==> config.mk <==
export PLATFORM = sky130hd
export DESIGN_NAME = mult_issue_ctrl_flat
export DESIGN_NICKNAME = d
export VERILOG_FILES = /design/src/rtl/mult_pkg.sv /design/src/rtl/mult_issue_ctrl_if.sv /design/src/rtl/mult_out_reg.sv /design/src/rtl/mult_issue_ctrl.sv /design/src/flat_wrapper.sv
export SDC_FILE = /design/constraint.sdc
export NUM_CORES = 1
export LEC_CHECK = 0
export ABC_AREA = 1
export ABC_CLOCK_PERIOD_IN_PS = 2710
export CORE_MARGIN = 2
export CORE_UTILIZATION = 25
export CTS_BUF_LIST = sky130_fd_sc_hd__clkbuf_8
export DETAILED_ROUTE_END_ITERATION = 10
export PLACE_DENSITY_LB_ADDON = 0.08
export SYNTH_ARGS = -nofsm -noshare
export SYNTH_HDL_FRONTEND = slang
export SYNTH_HIERARCHICAL = 1
export SYNTH_SLANG_ARGS = --single-unit
export TNS_END_PERCENT = 10
==> constraint.sdc <==
create_clock -name clk -period 2.71 [get_ports clk]
set_input_delay 0.271 -clock clk [delete_from_list [all_inputs] [get_ports clk]]
set_output_delay 0.271 -clock clk [all_outputs]
set_load 0.02 [all_outputs]
==> src/rtl/mult_pkg.sv <==
// Shared types and widths for the Booth multiplier and its issue/collect controller.
package mult_pkg;

    localparam int MULT_LATENCY = 3;
    localparam int MULT_W       = 32;
    localparam int PROD_W       = 64;

    typedef enum logic [1:0] {
        ST_IDLE = 2'd0,
        ST_RUN  = 2'd1,
        ST_HOLD = 2'd2
    } state_t;

    // The one-deep output slot can take new data if empty or being drained this cycle.
    function automatic logic out_free(input logic valid, input logic ready);
        return (~valid) | ready;
    endfunction

endpackage

==> src/rtl/mult_issue_ctrl_if.sv <==
// Operand (s_*) and result (m_*) handshakes of the multiplier issue controller.
interface mult_issue_ctrl_if
    import mult_pkg::*;
#(
    parameter int TAG_W = 4
);
    logic              s_valid;
    logic              s_ready;
    logic [MULT_W-1:0] s_a;
    logic [MULT_W-1:0] s_b;
    logic [TAG_W-1:0]  s_tag;
    logic              m_valid;
    logic              m_ready;
    logic [PROD_W-1:0] m_result;
    logic [TAG_W-1:0]  m_tag;

    modport master (
        output s_valid, s_a, s_b, s_tag, m_ready,
        input  s_ready, m_valid, m_result, m_tag
    );

    modport slave (
        input  s_valid, s_a, s_b, s_tag, m_ready,
        output s_ready, m_valid, m_result, m_tag
    );
endinterface

==> src/rtl/mult_out_reg.sv <==
// One-deep valid/ready output register; a load wins over a consume on the same edge.
module mult_out_reg
    import mult_pkg::*;
#(
    parameter int DATA_W = 64,
    parameter int TAG_W  = 4
) (
    input  logic              clk,
    input  logic              rst,
    input  logic              load,
    input  logic [DATA_W-1:0] load_data,
    input  logic [TAG_W-1:0]  load_tag,
    input  logic              ready,
    output logic              valid,
    output logic [DATA_W-1:0] data,
    output logic [TAG_W-1:0]  tag,
    output logic              free
);
    logic              valid_r;
    logic [DATA_W-1:0] data_r;
    logic [TAG_W-1:0]  tag_r;

    assign free  = out_free(valid_r, ready);
    assign valid = valid_r;
    assign data  = data_r;
    assign tag   = tag_r;

    // Load/consume of the result slot.
    always_ff @(posedge clk) begin
        if (rst) begin
            valid_r <= 1'b0;
            data_r  <= {DATA_W{1'b0}};
            tag_r   <= {TAG_W{1'b0}};
        end else if (load) begin
            valid_r <= 1'b1;
            data_r  <= load_data;
            tag_r   <= load_tag;
        end else if (ready) begin
            valid_r <= 1'b0;
        end else begin
            valid_r <= valid_r;
        end
    end
endmodule

==> src/rtl/mult_issue_ctrl.sv <==
// Issue/collect controller for the pipelined Booth multiplier.
// Optional perf counters (perf_ops, perf_stall) under `MULT_ISSUE_PERF_EN.
module mult_issue_ctrl
    import mult_pkg::*;
#(
    parameter int LATENCY = MULT_LATENCY,
    parameter int TAG_W   = 4,
    parameter int CNT_W   = 4
) (
    input  logic              clk,
    input  logic              rst,
    mult_issue_ctrl_if.slave  io,
    output logic [MULT_W-1:0] mul_in0,
    output logic [MULT_W-1:0] mul_in1,
    input  logic [PROD_W-1:0] mul_result,
    output logic              busy
`ifdef MULT_ISSUE_PERF_EN
    ,
    output logic [31:0]       perf_ops,
    output logic [31:0]       perf_stall
`endif
);
    localparam logic [CNT_W-1:0] LAT_C = CNT_W'(LATENCY);

    state_t            state_r;
    logic [CNT_W-1:0]  cnt_r;
    logic [MULT_W-1:0] in0_r;
    logic [MULT_W-1:0] in1_r;
    logic [TAG_W-1:0]  op_tag_r;
    logic              ready_r;
    logic              busy_r;
    logic              free_s;
    logic              capture_s;
    logic              out_valid_s;
    logic [PROD_W-1:0] out_data_s;
    logic [TAG_W-1:0]  out_tag_s;

    assign io.s_ready  = ready_r;
    assign busy        = busy_r;
    assign mul_in0     = in0_r;
    assign mul_in1     = in1_r;
    assign io.m_valid  = out_valid_s;
    assign io.m_result = out_data_s;
    assign io.m_tag    = out_tag_s;

    // Product is captured when it is due and the result slot can take it.
    always_comb begin
        capture_s = 1'b0;
        case (state_r)
            ST_RUN: begin
                if ((cnt_r == LAT_C) && free_s) begin
                    capture_s = 1'b1;
                end else begin
                    capture_s = 1'b0;
                end
            end
            ST_HOLD: begin
                if (free_s) begin
                    capture_s = 1'b1;
                end else begin
                    capture_s = 1'b0;
                end
            end
            default: capture_s = 1'b0;
        endcase
    end

    // Control FSM; operands stay latched from acceptance until capture.
    always_ff @(posedge clk) begin
        if (rst) begin
            state_r  <= ST_IDLE;
            cnt_r    <= {CNT_W{1'b0}};
            in0_r    <= {MULT_W{1'b0}};
            in1_r    <= {MULT_W{1'b0}};
            op_tag_r <= {TAG_W{1'b0}};
            ready_r  <= 1'b1;
            busy_r   <= 1'b0;
        end else begin
            case (state_r)
                ST_IDLE: begin
                    if (io.s_valid) begin
                        in0_r    <= io.s_a;
                        in1_r    <= io.s_b;
                        op_tag_r <= io.s_tag;
                        cnt_r    <= {CNT_W{1'b0}};
                        state_r  <= ST_RUN;
                        ready_r  <= 1'b0;
                        busy_r   <= 1'b1;
                    end else begin
                        state_r  <= ST_IDLE;
                    end
                end
                ST_RUN: begin
                    cnt_r <= cnt_r + CNT_W'(1);
                    if (cnt_r == LAT_C) begin
                        if (free_s) begin
                            state_r <= ST_IDLE;
                            ready_r <= 1'b1;
                            busy_r  <= 1'b0;
                        end else begin
                            state_r <= ST_HOLD;
                        end
                    end else begin
                        state_r <= ST_RUN;
                    end
                end
                ST_HOLD: begin
                    if (free_s) begin
                        state_r <= ST_IDLE;
                        ready_r <= 1'b1;
                        busy_r  <= 1'b0;
                    end else begin
                        state_r <= ST_HOLD;
                    end
                end
                default: begin
                    state_r <= ST_IDLE;
                    ready_r <= 1'b1;
                    busy_r  <= 1'b0;
                end
            endcase
        end
    end

    mult_out_reg #(
        .DATA_W (PROD_W),
        .TAG_W  (TAG_W)
    ) u_out_reg (
        .clk       (clk),
        .rst       (rst),
        .load      (capture_s),
        .load_data (mul_result),
        .load_tag  (op_tag_r),
        .ready     (io.m_ready),
        .valid     (out_valid_s),
        .data      (out_data_s),
        .tag       (out_tag_s),
        .free      (free_s)
    );

`ifdef MULT_ISSUE_PERF_EN
    logic [31:0] perf_ops_r;
    logic [31:0] perf_stall_r;

    assign perf_ops   = perf_ops_r;
    assign perf_stall = perf_stall_r;

    // Capture and HOLD-cycle counters, wrapping modulo 2^32.
    always_ff @(posedge clk) begin
        if (rst) begin
            perf_ops_r   <= 32'd0;
            perf_stall_r <= 32'd0;
        end else begin
            if (capture_s) begin
                perf_ops_r <= perf_ops_r + 32'd1;
            end else begin
                perf_ops_r <= perf_ops_r;
            end
            if (state_r == ST_HOLD) begin
                perf_stall_r <= perf_stall_r + 32'd1;
            end else begin
                perf_stall_r <= perf_stall_r;
            end
        end
    end
`endif
endmodule

==> src/flat_wrapper.sv <==
// flat-port wrapper written by rule: the top's interface ports become plain ports
module mult_issue_ctrl_flat import mult_pkg::*;
#(
    parameter int LATENCY = MULT_LATENCY,
    parameter int TAG_W   = 4,
    parameter int CNT_W   = 4
)
  (clk, rst, mul_in0, mul_in1, mul_result, busy, io_s_valid, io_s_a, io_s_b, io_s_tag, io_m_ready, io_s_ready, io_m_valid, io_m_result, io_m_tag);
  mult_issue_ctrl_if #(.TAG_W(TAG_W)) io_i ();
  input  logic clk;
  input  logic rst;
  output logic [MULT_W-1:0] mul_in0;
  output logic [MULT_W-1:0] mul_in1;
  input  logic [PROD_W-1:0] mul_result;
  output logic busy;
  input wire logic [$bits(io_i.s_valid)-1:0] io_s_valid;
  input wire logic [$bits(io_i.s_a)-1:0] io_s_a;
  input wire logic [$bits(io_i.s_b)-1:0] io_s_b;
  input wire logic [$bits(io_i.s_tag)-1:0] io_s_tag;
  input wire logic [$bits(io_i.m_ready)-1:0] io_m_ready;
  output wire logic [$bits(io_i.s_ready)-1:0] io_s_ready;
  output wire logic [$bits(io_i.m_valid)-1:0] io_m_valid;
  output wire logic [$bits(io_i.m_result)-1:0] io_m_result;
  output wire logic [$bits(io_i.m_tag)-1:0] io_m_tag;
  assign io_i.s_valid = io_s_valid;
  assign io_i.s_a = io_s_a;
  assign io_i.s_b = io_s_b;
  assign io_i.s_tag = io_s_tag;
  assign io_i.m_ready = io_m_ready;
  assign io_s_ready = io_i.s_ready;
  assign io_m_valid = io_i.m_valid;
  assign io_m_result = io_i.m_result;
  assign io_m_tag = io_i.m_tag;
  mult_issue_ctrl #(.LATENCY(LATENCY), .TAG_W(TAG_W), .CNT_W(CNT_W)) u_core (.clk(clk), .rst(rst), .io(io_i), .mul_in0(mul_in0), .mul_in1(mul_in1), .mul_result(mul_result), .busy(busy));
endmodule
==> impl_summary.log, run 1 <==
[metrics] post-route total power: around 4.8 mW
[metrics] per-instance average area after synthesis: just under 8 um^2
[metrics] clock tree from TritonCTS: yes
[metrics] worst setup path category: flop to flop
[metrics] slew of the pin with the lowest slew margin: around 0.51 ns
[metrics] Power Dens Cells: 564 nW/um^2
[metrics] residual antenna-violating net count after detailed routing: 0
[metrics] total clock buffers created by CTS: 17
[metrics] cell count after placement: 1165
[metrics] Synth Instances: about 660
[metrics] final WL: between 15000 and 20000 um
[metrics] Area growth syn-to-layout: 64.8%
[metrics] number of buffers inserted by port buffering: 270
[metrics] GPL Wtd Cong: ~0.70
[metrics] worst-skew pair later-pin latency: between 0.4 and 0.5 ns
[metrics] Comb power frac: approximately 15%
[metrics] Final Hold Vio Count: 0
[metrics] Die Outline Area: roughly 22000 um^2
[metrics] Fmax achieved: 516 MHz
[metrics] Worst path slowest cell: sky130_fd_sc_hd__buf_4
[metrics] DRC violation count after routing: 0
[metrics] drt via density: slightly above 4
[metrics] clock group share of total power: between 30% and 40%
[metrics] Cell variety after synth: 23
[metrics] worst stage delay on the critical path: 0.43 ns
[metrics] outcome: finished, final reports clean
[metrics] maximum root-to-sink buffer count: 2
[metrics] global routing usage summed across all routing layers: 15.2%
[metrics] initial antenna violation count: 0
[metrics] unrepaired setup endpoints after global routing: no
[metrics] overflow left after global routing: 0
[metrics] vertical die dimension: 148 um
[metrics] period utilization: a little under three quarters
[metrics] number of H-tree branching levels: 4
[metrics] Routed wire per std cell: approximately 14 um
[metrics] Net Count, Synth: about 800
[metrics] share of synthesized area occupied by flip-flops and latches: between 50 and 60%
[metrics] Tmin final: 1.94 ns
[metrics] First DRT Iteration DRCs: 248
[metrics] vias in the first global route: ~4800
[metrics] Internal: 3.57 mW
[metrics] fraction of final layout cells sized beyond drive strength 1: approximately 5.4%
[metrics] startpoint kind of the worst setup timing path: flop
[metrics] chip width: approximately 150 um
[metrics] first-pass iteration count of the detailed router: 4
[metrics] type of the most critical hold path: primary input to flop
[metrics] Clock Root Buffer: sky130_fd_sc_hd__clkbuf_8
[metrics] Final HPWL DP: roughly 11000 um
[metrics] final number of setup-violating endpoints: 0
[metrics] Worst Skew: 0.0122 ns
[metrics] ordered list of cells on the worst path: inv_1 -> ha_1 -> inv_1 -> o21bai_1 -> inv_1 -> nor2_4 -> inv_2 -> buf_4 -> nor2_1 -> nor2_1
[metrics] Ys Warns: 6
[metrics] Diodes inserted: 0
[metrics] sinks on the clock net: 145
[metrics] largest fanout on the critical path: 36
[metrics] standard-cell row count: 52
[metrics] number of register bits inferred by synthesis: approximately 150
[metrics] Layout Cells excl Fill: approximately 1200
[metrics] P_sw: 1.23 mW
[metrics] setup tns final: 0 ns
[metrics] post-synthesis instance area: 5170 um^2
[metrics] Vias: about 5000
[metrics] maximum vdd ir drop: about 0.25 mV
[metrics] switching share of power: around 26%
[metrics] # IOs: 271
[metrics] global-route wire length before repair: 26200 um
[metrics] area of the placeable core: between 20000 and 25000 um^2
[metrics] max-cap violation count: 0
[metrics] final net count: 1055
[metrics] critical path data required time: 3.08 ns
[metrics] most used cell, CP: sky130_fd_sc_hd__inv_1
[metrics] Lkg Pwr: between 3 and 4 nW
[metrics] pin count of the biggest net entering global routing: 54
[metrics] count of final max-slew check failures: 0
[metrics] hold-fix buffers at CTS: 0
[metrics] Initial Util: about 26%
[metrics] Worst setup EP type: flop
[metrics] Fillers: about 2100
[metrics] relative contribution of sequential cells to total power: 47.2%
[metrics] headroom to the max-slew limit: 65.9%
[metrics] clock edge transition at the registers on the reported setup and hold paths: 0.09 ns
[metrics] data arrival time at the worst-slack endpoint: roughly 2.3 ns
[metrics] number of resized instances in the post-cts repair step: 0
[metrics] post-CTS setup buffer count: 0
-- layout make-up --
class	count	area, um^2	share of cell area, %
Sequential cell	145	2900	34.1
Timing Repair Buffer	281	2820	33.1
Multi-Input combinational cell	456	1980	23.2
Tap cell	270	338	3.97
Clock buffer	19	262	3.07
Clock inverter	13	160	1.88
Inverter	13	51.3	0.602
-- power groups by stage --
stage / combinational, mW / sequential, mW / clock, mW
floorplan: 0.206 / 2.42 / 0
global placement: 0.730 / 2.31 / 0
detailed placement: 0.727 / 2.32 / 0
CTS: 0.730 / 2.27 / 1.90
global route: 0.786 / 2.28 / 1.99
finish: 0.718 / 2.27 / 1.82
-- cell usage in the layout, fill, tap and decap left out, types with 2 or more instances in the layout --
cell	Yosys	routed
sky130_fd_sc_hd__nand3_1	6	6
sky130_fd_sc_hd__nand2_1	16	16
sky130_fd_sc_hd__a21oi_1	6	6
sky130_fd_sc_hd__clkbuf_8	0	19
sky130_fd_sc_hd__buf_4	7	8
sky130_fd_sc_hd__nor2_1	278	277
sky130_fd_sc_hd__clkinvlp_4	0	4
sky130_fd_sc_hd__bufinv_16	0	3
sky130_fd_sc_hd__clkinv_2	0	2
sky130_fd_sc_hd__clkdlybuf4s50_1	0	270
sky130_fd_sc_hd__inv_6	0	2
sky130_fd_sc_hd__o21ai_1	16	16
sky130_fd_sc_hd__ha_1	5	5
sky130_fd_sc_hd__buf_12	0	3
sky130_fd_sc_hd__o21ai_0	122	122
sky130_fd_sc_hd__inv_1	9	10
sky130_fd_sc_hd__inv_2	3	3
sky130_fd_sc_hd__dfxtp_1	145	145
-- cell usage after synthesis --
| master | instances | share of area [%] |
|---|---|---|
| sky130_fd_sc_hd__nor2_1 | 278 | 20 |
| sky130_fd_sc_hd__dfxtp_1 | 145 | 56 |
| sky130_fd_sc_hd__o21ai_0 | 122 | 12 |
| sky130_fd_sc_hd__clkbuf_1 | 19 | 1.4 |
| sky130_fd_sc_hd__nand2_1 | 16 | 1.2 |
| sky130_fd_sc_hd__o21ai_1 | 16 | 1.5 |
| sky130_fd_sc_hd__inv_1 | 9 | 0.65 |
| sky130_fd_sc_hd__buf_2 | 8 | 0.77 |
| sky130_fd_sc_hd__buf_4 | 7 | 1.0 |
| sky130_fd_sc_hd__a21oi_1 | 6 | 0.58 |
| sky130_fd_sc_hd__buf_6 | 6 | 1.3 |
| sky130_fd_sc_hd__nand3_1 | 6 | 0.58 |
| sky130_fd_sc_hd__ha_1 | 5 | 1.2 |
| sky130_fd_sc_hd__inv_2 | 3 | 0.22 |
| sky130_fd_sc_hd__clkbuf_2 | 2 | 0.19 |
| sky130_fd_sc_hd__a211oi_1 | 1 | 0.15 |
| sky130_fd_sc_hd__a21boi_0 | 1 | 0.15 |
| sky130_fd_sc_hd__a21oi_2 | 1 | 0.17 |
| sky130_fd_sc_hd__and3_1 | 1 | 0.12 |
| sky130_fd_sc_hd__inv_4 | 1 | 0.12 |
| sky130_fd_sc_hd__nand2_4 | 1 | 0.22 |
| sky130_fd_sc_hd__o21bai_1 | 1 | 0.15 |
| sky130_fd_sc_hd__or2_2 | 1 | 0.12 |
-- per-stage QoR --
| step | hold slack [ns] | util [%] | worst slack [ns] | instance area [um^2] |
|---|---|---|---|---|
| 2_1_floorplan | 0.333 | - | 0.968 | 5170 |
| 5_1_grt | 0.379 | 42.1 | 0.544 | 8520 |
| 6_report | 0.412 | 42.1 | 0.771 | 8520 |
| 3_3_place_gp | 0.455 | 40.0 | 0.709 | 8090 |
| 4_1_cts | 0.361 | 42.1 | 0.743 | 8520 |
| 3_5_place_dp | 0.454 | 40.0 | 0.723 | 8090 |
-- worst max-delay path, delay by kind of cell (launching register included) --
kind / cells / cell delay, ns
compound gates: 1 / 0.08
fa+ha+maj: 1 / 0.23
buf+inv: 5 / 0.96
flops: 1 / 0.36
simple gates: 3 / 0.25
-- kinds of logic after synthesis --
| logic type | count (synthesis) | share of synthesized area [%] |
|---|---|---|
| fa+ha+maj | 5 | 1.21 |
| flops | 145 | 56.2 |
| buf+inv | 55 | 5.67 |
| simple gates | 303 | 22.4 |
| compound gates | 148 | 14.6 |
-- per-layer routing --
layer	share of wire (%)	GRT usage, %	vias up	wire length [um]
met4	0.81	3.85	0	135
met1	43	18.1	2209	7080
met3	8.3	6.48	11	1380
met2	48	25.2	147	7990
met5	0	0	-	0
li1	-	-	2609	-
-- state kept, by name (all words and copies together) (netlist names) --
name and flops:
u_core/u_out_reg/tag 4, u_core/busy 1, u_core/cnt_r 4, u_core/mul_in0 32, u_core/io.s_ready 1, u_core/state_r 2, u_core/mul_in1 32, u_core/u_out_reg/data 64
u_core/op_tag_r 4, u_core/u_out_reg/valid 1
-- final timing paths --
check / from / end / slack, ns / depth (start not counted)
hold / removal: mul_result[28] / u_core/u_out_reg/data[28] / 0.41 / 3
setup / recovery: u_core/state_r[1] / u_core/u_out_reg/data[7] / 0.77 / 10
setup reg to reg: u_core/state_r[1] / u_core/u_out_reg/data[7] / 0.77 / 10
hold reg to reg: u_core/busy / u_core/busy / 0.47 / 2
(Power assumes the default switching activity.)
==> inputs of run 2 (changes only) <==
--- a/config.mk
+++ b/config.mk
@@ -6,7 +6,7 @@
 export NUM_CORES = 1
 export LEC_CHECK = 0
 export ABC_AREA = 1
-export ABC_CLOCK_PERIOD_IN_PS = 2710
+export ABC_CLOCK_PERIOD_IN_PS = 1800
 export CORE_MARGIN = 2
 export CORE_UTILIZATION = 25
 export CTS_BUF_LIST = sky130_fd_sc_hd__clkbuf_8
==> constraint.sdc (replaced) <==
create_clock -name clk -period 1.8 [get_ports clk]
set_input_delay 0.18 -clock clk [delete_from_list [all_inputs] [get_ports clk]]
set_output_delay 0.18 -clock clk [all_outputs]
set_load 0.02 [all_outputs]
==> run 2 against run 1 <==
Against the previous run:
- register-to-register slack worse by 0.67 ns
- global-route usage down 0.38 points
- clock power up 31%
- largest power group unchanged
- non-clock buffer count up 5
- via count up 0.94%
- core utilization up 0.26 points
==> impl_summary.log, run 2 (synthesis gave the netlist of run 1 again) <==
[metrics] outcome: finished, final reports clean
[metrics] drt via density: roughly 4.2
[metrics] minimum setup slack among reg-to-reg paths: 0.10 ns
[metrics] Final Hold Vio Count: 0
[metrics] standard-cell row count: 52
[metrics] DRC violation count after routing: 0
[metrics] global routing usage summed across all routing layers: ~15%
[metrics] Final HPWL DP: about 11000 um
[metrics] number of buffers inserted by port buffering: 270
[metrics] most common cell after layout, fill and taps aside: sky130_fd_sc_hd__nor2_1
[metrics] startpoint kind of the worst setup timing path: flop
[metrics] data arrival time at the worst-slack endpoint: about 2 ns
[metrics] cell count after placement: between 1000 and 1500
[metrics] maximum root-to-sink buffer count: 2
[metrics] initial antenna violation count: 0
[metrics] GPL Wtd Cong: approximately 0.76
[metrics] count of final max-slew check failures: 0
[metrics] max-cap violation count: 0
[metrics] unrepaired setup endpoints after global routing: yes
[metrics] clock edge transition at the registers on the reported setup and hold paths: approximately 0.09 ns
[metrics] Initial Util: about 26%
[metrics] maximum vdd ir drop: slightly below 0.4 mV
[metrics] Routed wire per std cell: 13.8 um
[metrics] Power Dens Cells: around 800 nW/um^2
[metrics] headroom to the max-slew limit: a little under three quarters
[metrics] # IOs: about 270
[metrics] period utilization: a little over nine tenths
[metrics] First DRT Iteration DRCs: roughly 150
[metrics] global-route wire length before repair: 25600 um
[metrics] worst hold path cell count: 3
[metrics] Final Cell Area: 8570 um^2
[metrics] Lkg Pwr: between 3 and 4 nW
[metrics] Worst Skew: approximately 0.020 ns
[metrics] fraction of final layout cells sized beyond drive strength 1: under 10%
[metrics] overflow left after global routing: 0
[metrics] launch point of the worst reg-to-reg path: u_core/state_r[0]
[metrics] sinks on the clock net: 145
[metrics] largest fanout on the critical path: 57
[metrics] residual antenna-violating net count after detailed routing: 0
[metrics] worst reg2reg path depth: 8
[metrics] flip-flop count of the largest register after layout: 64
[metrics] Area growth syn-to-layout: 65.8%
[metrics] slew of the pin with the lowest slew margin: between 0.4 and 0.5 ns
[metrics] pre-CTS setup slack: between 0.15 and 0.2 ns
[metrics] final WL: 16600 um
[metrics] final worst slack: between 0.1 and 0.15 ns
[metrics] Worst setup EP type: flop
[metrics] Die Outline Area: 21800 um^2
[metrics] critical path data required time: 2.15 ns
[metrics] total clock buffers created by CTS: 17
[metrics] first-pass iteration count of the detailed router: 4
[metrics] area of the placeable core: approximately 20000 um^2
[metrics] Fmax achieved: slightly below 600 MHz
[metrics] Layout Cells excl Fill: 1202
[metrics] Critical Path Sink: u_core/u_out_reg/data[11]
[metrics] setup tns final: 0 ns
[metrics] vias in the first global route: approximately 4700
[metrics] chip width: between 100 and 150 um
[metrics] vertical die dimension: about 150 um
[metrics] hold-fix buffers at CTS: 0
[metrics] worst-skew pair later-pin latency: between 0.4 and 0.5 ns
[metrics] worst setup path category: flop to flop
[metrics] Diodes inserted: 0
[metrics] final net count: approximately 1100
[metrics] Crit. Startpoint: u_core/state_r[0]
[metrics] type of the most critical hold path: primary input to flop
[metrics] leading cell types in the layout, fill and taps excluded: 276 x sky130_fd_sc_hd__nor2_1, 270 x sky130_fd_sc_hd__clkdlybuf4s50_1, 145 x sky130_fd_sc_hd__dfxtp_1, 122 x sky130_fd_sc_hd__o21ai_0, 19 x sky130_fd_sc_hd__clkbuf_8
[metrics] number of H-tree branching levels: 4
[metrics] final number of setup-violating endpoints: 0
[metrics] Tmin final: approximately 1.7 ns
[metrics] Post-Route Utilization: about 42%
[metrics] pin count of the biggest net entering global routing: 70
[metrics] Clock Root Buffer: sky130_fd_sc_hd__clkbuf_8
[metrics] Vias: between 5000 and 6000
[metrics] R2R Path End: u_core/u_out_reg/data[11]
[metrics] placement-stage cell area: 8140 um^2
[metrics] clock tree from TritonCTS: yes
==> run 2: changes by cell type in the layout (fill, tap and decap cells not counted), sizes merged <==
cell,delta
buf,+4
bufinv,-3
clkinv,+2
clkbuf,+1
inv,+1
==> run 2: final cells by class <==
type	count	area, um^2
repair buffers	286	2920
clock inverters	13	101
inverters	13	51.3
multi-input cells	456	1990
fillers	2039	11700
well taps	270	338
clock buffers	19	262
flip-flops and latches	145	2900
==> run 2: worst min-delay path by stage <==
stage | start | to | slack, ns
finish | mul_result[46] | u_core/u_out_reg/data[46] | 0.31
global route | mul_result[7] | u_core/u_out_reg/data[7] | 0.27
floorplan | rst | u_core/u_out_reg/valid | 0.24
global placement | u_core/busy | u_core/busy | 0.46
detailed placement | u_core/busy | u_core/busy | 0.46
CTS | mul_result[46] | u_core/u_out_reg/data[46] | 0.27
==> run 2: where the power goes <==
part	leakage (nW)	switching, mW	internal, mW
Clock	0.175	1.33	1.04
Combinational	2.09	0.504	0.589
Sequential	1.18	0.0689	3.34
Total	3.45	1.91	4.98
==> run 2: routing by layer <==
layer  up-vias  GRT usage [%]  wire (um)
li1       2616              -          -
met1      2233           17.3       7040
met2       158           23.7       7790
met3        16           7.07       1480
met4         0           5.48        284
met5         -              0          0
==> run 2: critical path, cell delays in order, from the launching register on <==
cell,delay (ns)
sky130_fd_sc_hd__dfxtp_1,0.41
sky130_fd_sc_hd__inv_1,0.09
sky130_fd_sc_hd__ha_1,0.34
sky130_fd_sc_hd__nand2_1,0.10
sky130_fd_sc_hd__nor2_4,0.18
sky130_fd_sc_hd__inv_2,0.08
sky130_fd_sc_hd__buf_12,0.18
sky130_fd_sc_hd__nor2_1,0.15
sky130_fd_sc_hd__nor2_1,0.06
==> run 2: repair_timing <==
action | in CTS | in global routing
buffers inserted | 0 | 1
endpoints found under the hold margin | 0 | 0
setup endpoints to repair | 0 | 4
resized for setup | 0 | 4
==> run 2: per-stage QoR <==
step / hold WS [ns] / total power [mW]
finish: 0.306 / 6.88
floorplan: 0.242 / 3.95
CTS: 0.266 / 7.03
global placement: 0.459 / 4.59
detailed placement: 0.463 / 4.59
global route: 0.269 / 7.25
==> RTL change 1, RTL diff (config.mk and constraints of run 2) <==
`CNT_W` is set to 4 in 2 places; all go to 3.
--- a/src/rtl/mult_issue_ctrl.sv
+++ b/src/rtl/mult_issue_ctrl.sv
@@ -7,3 +7,3 @@
     parameter int TAG_W   = 4,
-    parameter int CNT_W   = 4
+    parameter int CNT_W   = 3
 ) (
--- a/src/flat_wrapper.sv
+++ b/src/flat_wrapper.sv
@@ -5,3 +5,3 @@
     parameter int TAG_W   = 4,
-    parameter int CNT_W   = 4
+    parameter int CNT_W   = 3
 )
Function: same outputs for any inputs over 10 cycles, from zero or initial values and one cycle with rst high; that may be too few to reach the edited logic, so the function may still have changed.
==> RTL change 1 against run 2 <==
Routed wire length decreased by 0.46%. Synthesized area decreased by 1.5%. Design area up 1.5%. Non-clock buffer count increased by 11. Sequential cell count shrank 1. Setup slack improved by 22 ps. Total power grew 4.3%.
==> RTL change 1: results (changes against run 2) <==
| Metric | Value |
|---|---|
| Outcome | `completed` |
| Crit Path Max Fanout | `26 (-54%)` |
| Clock-pin slew on the worst setup and hold paths | `90 ps (about the same)` |
| Post-synth cell types | `21 (-8.7%)` |
| Slew headroom | `0.697 (-0.0218)` |
| Syn_nets | `786 (-1.4%)` |
| Synth cell count leaders | `274 x nor2_1, 144 x dfxtp_1, 134 x o21ai_0` |
| Post-Place Cells | `1,166 (-0.17%)` |
| Final setup viols | `0 (unchanged)` |
| Syn Inst Count | `644 (-1.8%)` |
| Tot GR Track Use | `0.152 (+0.00435)` |
| Ys Warns | `6 (unchanged)` |
| Post-synthesis sequential area ratio | `0.567 (+0.00491)` |
| Filler cells | `2,053 (+0.69%)` |
| Hold Path Class | `in2reg` |
| # nets final | `1,061 (+0.094%)` |
| Via Count | `5,051 (+0.56%)` |
| Post-synth top flop | `dfxtp_1` |
| Wire length of the first global-routing pass | `26,200 um (+2.3%)` |
| 1st-iter DRT viols | `189 (+24%)` |
| Synth area leaders | `dfxtp_1 57%, nor2_1 20%, o21ai_0 13%` |
| I/O Buffers | `270 (unchanged)` |
| Drt pass-1 iters | `4 (unchanged)` |
| Initial antenna violation count | `0 (unchanged)` |
| Largest net degree at the start of global routing | `66 (-5.7%)` |
| Delay of the slowest critical-path stage | `360 ps (-50 ps)` |
| CTS Buf Count | `17 (unchanged)` |
| CTS H-tree depth | `4 (unchanged)` |
| Routability Congestion | `0.707 (-6.7%)` |
| Clock skew | `14.4 ps (-5.78 ps)` |
| Vias in the first global route | `4,847 (+2.3%)` |
| Diode count | `0 (unchanged)` |
| Peak supply drop | `0.000368 V (-6.5%)` |
| Worst-skew pair later-pin latency | `440 ps` |
| CTS root buffer | `clkbuf_8` |
| WL/cell | `13.7 um (-0.46%)` |
| CP max-delay cell | `dfxtp_1` |
| Vias per std cell | `4.20 (+0.56%)` |
| Post-detail-place hpwl | `11,200 um (+1.2%)` |
| Post-place setup slack | `-155 ps (-323 ps)` |
| Leak | `3.52 nW (+2.0%)` |
| Max FFs per register | `64 (unchanged)` |
| Fraction of layout cells with a size suffix above 1 | `0.0740 (+0.0118)` |
| Asr flop ratio synth | `0 (unchanged)` |
| Maximum buffer depth of the clock tree | `2 (unchanged)` |
-- RTL change 1: changes by cell type after synthesis, sizes merged, moves of 2 or more --
cell    change
nand2       -6
clkbuf      +4
o211ai      +3
nor2        -4
nand3       -2
buf         -4
-- RTL change 1: kinds of logic (layout without fill, tap and decap cells) --
family                     Yosys count  in the layout  synth area share
adders and majority gates            6              6            0.0148
AOI/OAI and AO/OA                  148            148             0.148
buffers and inverters               55            342            0.0519
and+or+nand+nor                    291            292             0.218
DFF                                144            144             0.567
-- RTL change 1: final timing paths --
kind	start	to	slack, ps	depth (start not counted)
max	u_core/cnt_r[0]	u_core/u_out_reg/data[1]	120	8
min	mul_result[33]	u_core/u_out_reg/data[33]	310	3
max reg2reg	u_core/cnt_r[0]	u_core/u_out_reg/data[1]	120	8
min reg2reg	u_core/busy	u_core/busy	470	2
-- RTL change 1: cell type report --
cell class | count | area [sq um] | area share
inverter | 13 | 52.6 | 0.00604
tap | 270 | 338 | 0.0389
sequential | 144 | 2880 | 0.332
timing repair buffer | 297 | 3020 | 0.348
clock buffer | 18 | 248 | 0.0285
multi-input combinational | 446 | 1980 | 0.228
clock inverter | 14 | 165 | 0.0190
-- RTL change 1: where the power goes --
group | internal [mW] | total [mW] | switching, mW | leakage (nW)
clock | 1.40 | 2.67 | 1.27 | 0.208
sequential | 3.32 | 3.39 | 0.0674 | 1.18
combinational | 0.608 | 1.11 | 0.503 | 2.14
total | 5.34 | 7.17 | 1.84 | 3.52
-- RTL change 1: worst max-delay path: cells and delay by family, from the launching register on --
kind	cells	cell delay (ps)
adder cells (fa/ha/maj)	2	360
buffers and inverters	2	280
AO/OA/AOI/OAI	1	80
AND/OR/NAND/NOR	3	470
flip-flops	1	360
-- RTL change 1: repair_timing --
item	CTS	global route
gates resized for setup	1	6
cloned	1	1
pin swaps	1	1
endpoints found under the setup margin	69	69
buffers inserted	0	2
-- RTL change 1: stage by stage --
| step | hold WS, ps | setup TNS (ps) | util | power [mW] | instance area (sq um) |
|---|---|---|---|---|---|
| floorplan | 242 | 0 | - | 3.91 | 5090 |
| finish | 312 | 0 | 0.432 | 7.17 | 8690 |
| global route | 284 | -2.69 | 0.432 | 7.57 | 8690 |
| global placement | 457 | -7970 | 0.408 | 4.58 | 8200 |
| detailed placement | 455 | -8650 | 0.408 | 4.58 | 8200 |
| CTS | 268 | 0 | 0.429 | 7.31 | 8620 |
-- RTL change 1: layer usage --
layer / up-vias / GRT usage / wire length [um]
met5: - / 0 / 0
met4: 0 / 0.0553 / 243
met3: 17 / 0.0575 / 1270
met2: 164 / 0.235 / 7450
met1: 2256 / 0.195 / 7560
li1: 2614 / - / -
==> RTL change 2, RTL diff (config.mk and constraints of run 2) <==
Without the edit above. Encoding of `state_t`: now one-hot (3 bits for 3 states).
--- a/src/rtl/mult_pkg.sv
+++ b/src/rtl/mult_pkg.sv
@@ -7,6 +7,6 @@
 
-    typedef enum logic [1:0] {
-        ST_IDLE = 2'd0,
-        ST_RUN  = 2'd1,
-        ST_HOLD = 2'd2
+    typedef enum logic [2:0] {
+        ST_IDLE = 3'b001,
+        ST_RUN  = 3'b010,
+        ST_HOLD = 3'b100
     } state_t;
Behaviour: no difference found for any inputs over 4 cycles, from zero or initial values and one cycle with rst high; so few cycles prove little.
==> RTL change 2 against run 2 <==
Final cell count grew 0.50%. Maximum frequency increased by 6.4%. Die area grew 1.3%. Total power rose by 9.8%. Clock power grew 18%. Routed wire length grew 3.5%. Synthesized area is 1.3% higher. Synthesized cell count up 1.2%. Utilization increased by 0.25 points. Sequential power grew 2%. Sequential cell count increased by 1. Setup slack improved by 100 ps. Design area up 1.2%. Critical endpoint is now io_m_result[55].
==> RTL change 2: results (changes against run 2) <==
| Metric | Value |
|---|---|
| Outcome | `completed` |
| Crit path from | `u_core/u_out_reg/data[55]` |
| Tot GR Track Use | `0.149 (+0.00126)` |
| Pwr Total | `7.56 mW (+9.8%)` |
| Delay of the slowest critical-path stage | `640 ps (+230 ps)` |
| Cell family with most CP delay | `buffers and inverters` |
| Initial antenna violation count | `0 (unchanged)` |
| Post-place setup slack | `57.8 ps (-110 ps)` |
| Seq. pwr | `3.49 mW (+2%)` |
| Synthesized area per cell | `7.88 sq um (about the same)` |
| Vias per std cell | `4.21 (+0.75%)` |
| Wire length of the first global-routing pass | `26,000 um (+1.6%)` |
| WL/cell | `14.2 um (+2.9%)` |
| Synth Area in Adders | `0.00239 (-0.00972)` |
| Ys Warns | `6 (unchanged)` |
| Area after DPL | `0.00821 sq mm (+0.85%)` |
| Peak Freq | `627 MHz (+6.4%)` |
| R2r worst-path depth | `11 (+3)` |
| 1st-iter DRT viols | `221 (+45%)` |
| Filler cells | `2,094 (+2.7%)` |
| Clock skew | `12.2 ps (-7.97 ps)` |
| Hold Crit Endpoint | `u_core/u_out_reg/data[10]` |
| Worst hold start | `mul_result[10]` |
| Leak | `3.57 nW (+3.3%)` |
| Post-synth cell types | `24 (+4.3%)` |
| Largest net degree at the start of global routing | `72 (+2.9%)` |
| Crit Path Max Fanout | `2 (-96%)` |
| Post-detail-place hpwl | `11,300 um (+1.9%)` |
| Hold WS | `315 ps (+9.31 ps)` |
| Fraction of layout cells with a size suffix above 1 | `0.0725 (+0.0103)` |
| Post-Place Cells | `1,175 (+0.60%)` |
| Worst-skew pair later-pin latency | `430 ps (-20 ps)` |
| Post-synthesis sequential area ratio | `0.558 (-0.00343)` |
| Peak supply drop | `0.000380 V (-3.4%)` |
| Comb pwr | `1.27 mW (+17%)` |
| Post-synthesis compound-gate area fraction | `0.140 (-0.00546)` |
| FF-to-FF Start | `u_core/cnt_r[0]` |
| Synth cell count leaders | `270 x nor2_1, 146 x dfxtp_1, 134 x o21ai_0` |
| Worst-Margin Slew | `818 ps (+399 ps)` |
| Post-Route WL | `17,200 um (+3.5%)` |
| Syn_nets | `801 (+0.50%)` |
| Routability Congestion | `0.722 (-4.6%)` |
| CP max-delay cell | `clkdlybuf4s50_1` |
| Switching pwr | `2.00 mW (+4.8%)` |
| Vias in the first global route | `4,885 (+3.1%)` |
| # nets final | `1,062 (+0.19%)` |
| CP endpoint | `io_m_result[55]` |
| R2R Path End | `u_core/u_out_reg/tag[2]` |
| R2R setup slack | `220 ps (+120 ps)` |
| Area added between synthesis and finish | `65.7% (about the same)` |
-- RTL change 2: changes by cell type after synthesis, sizes merged, moves of 2 or more --
cell,run 2,this run
inv,13,18
ha,5,1
nor2,278,282
buf,21,24
clkbuf,21,18
a21oi,7,5
nand3,6,8
nand4,0,2
o21ai,138,140
-- RTL change 2: area by class of cell --
cell class	instances	share of cell area
Timing Repair Buffer	284	0.334
Multi-Input combinational cell	458	0.232
Clock inverter	15	0.0219
Inverter	18	0.00866
Clock buffer	17	0.0270
Tap cell	270	0.0389
Sequential cell	146	0.337
-- RTL change 2: layer usage --
layer,wire [um],up-vias,global-route usage,share of wire
met5,0,-,0,0
met4,219,0,0.0457,0.013
met3,1220,16,0.0561,0.071
met2,8540,131,0.259,0.50
met1,7190,2299,0.171,0.42
li1,-,2640,-,-
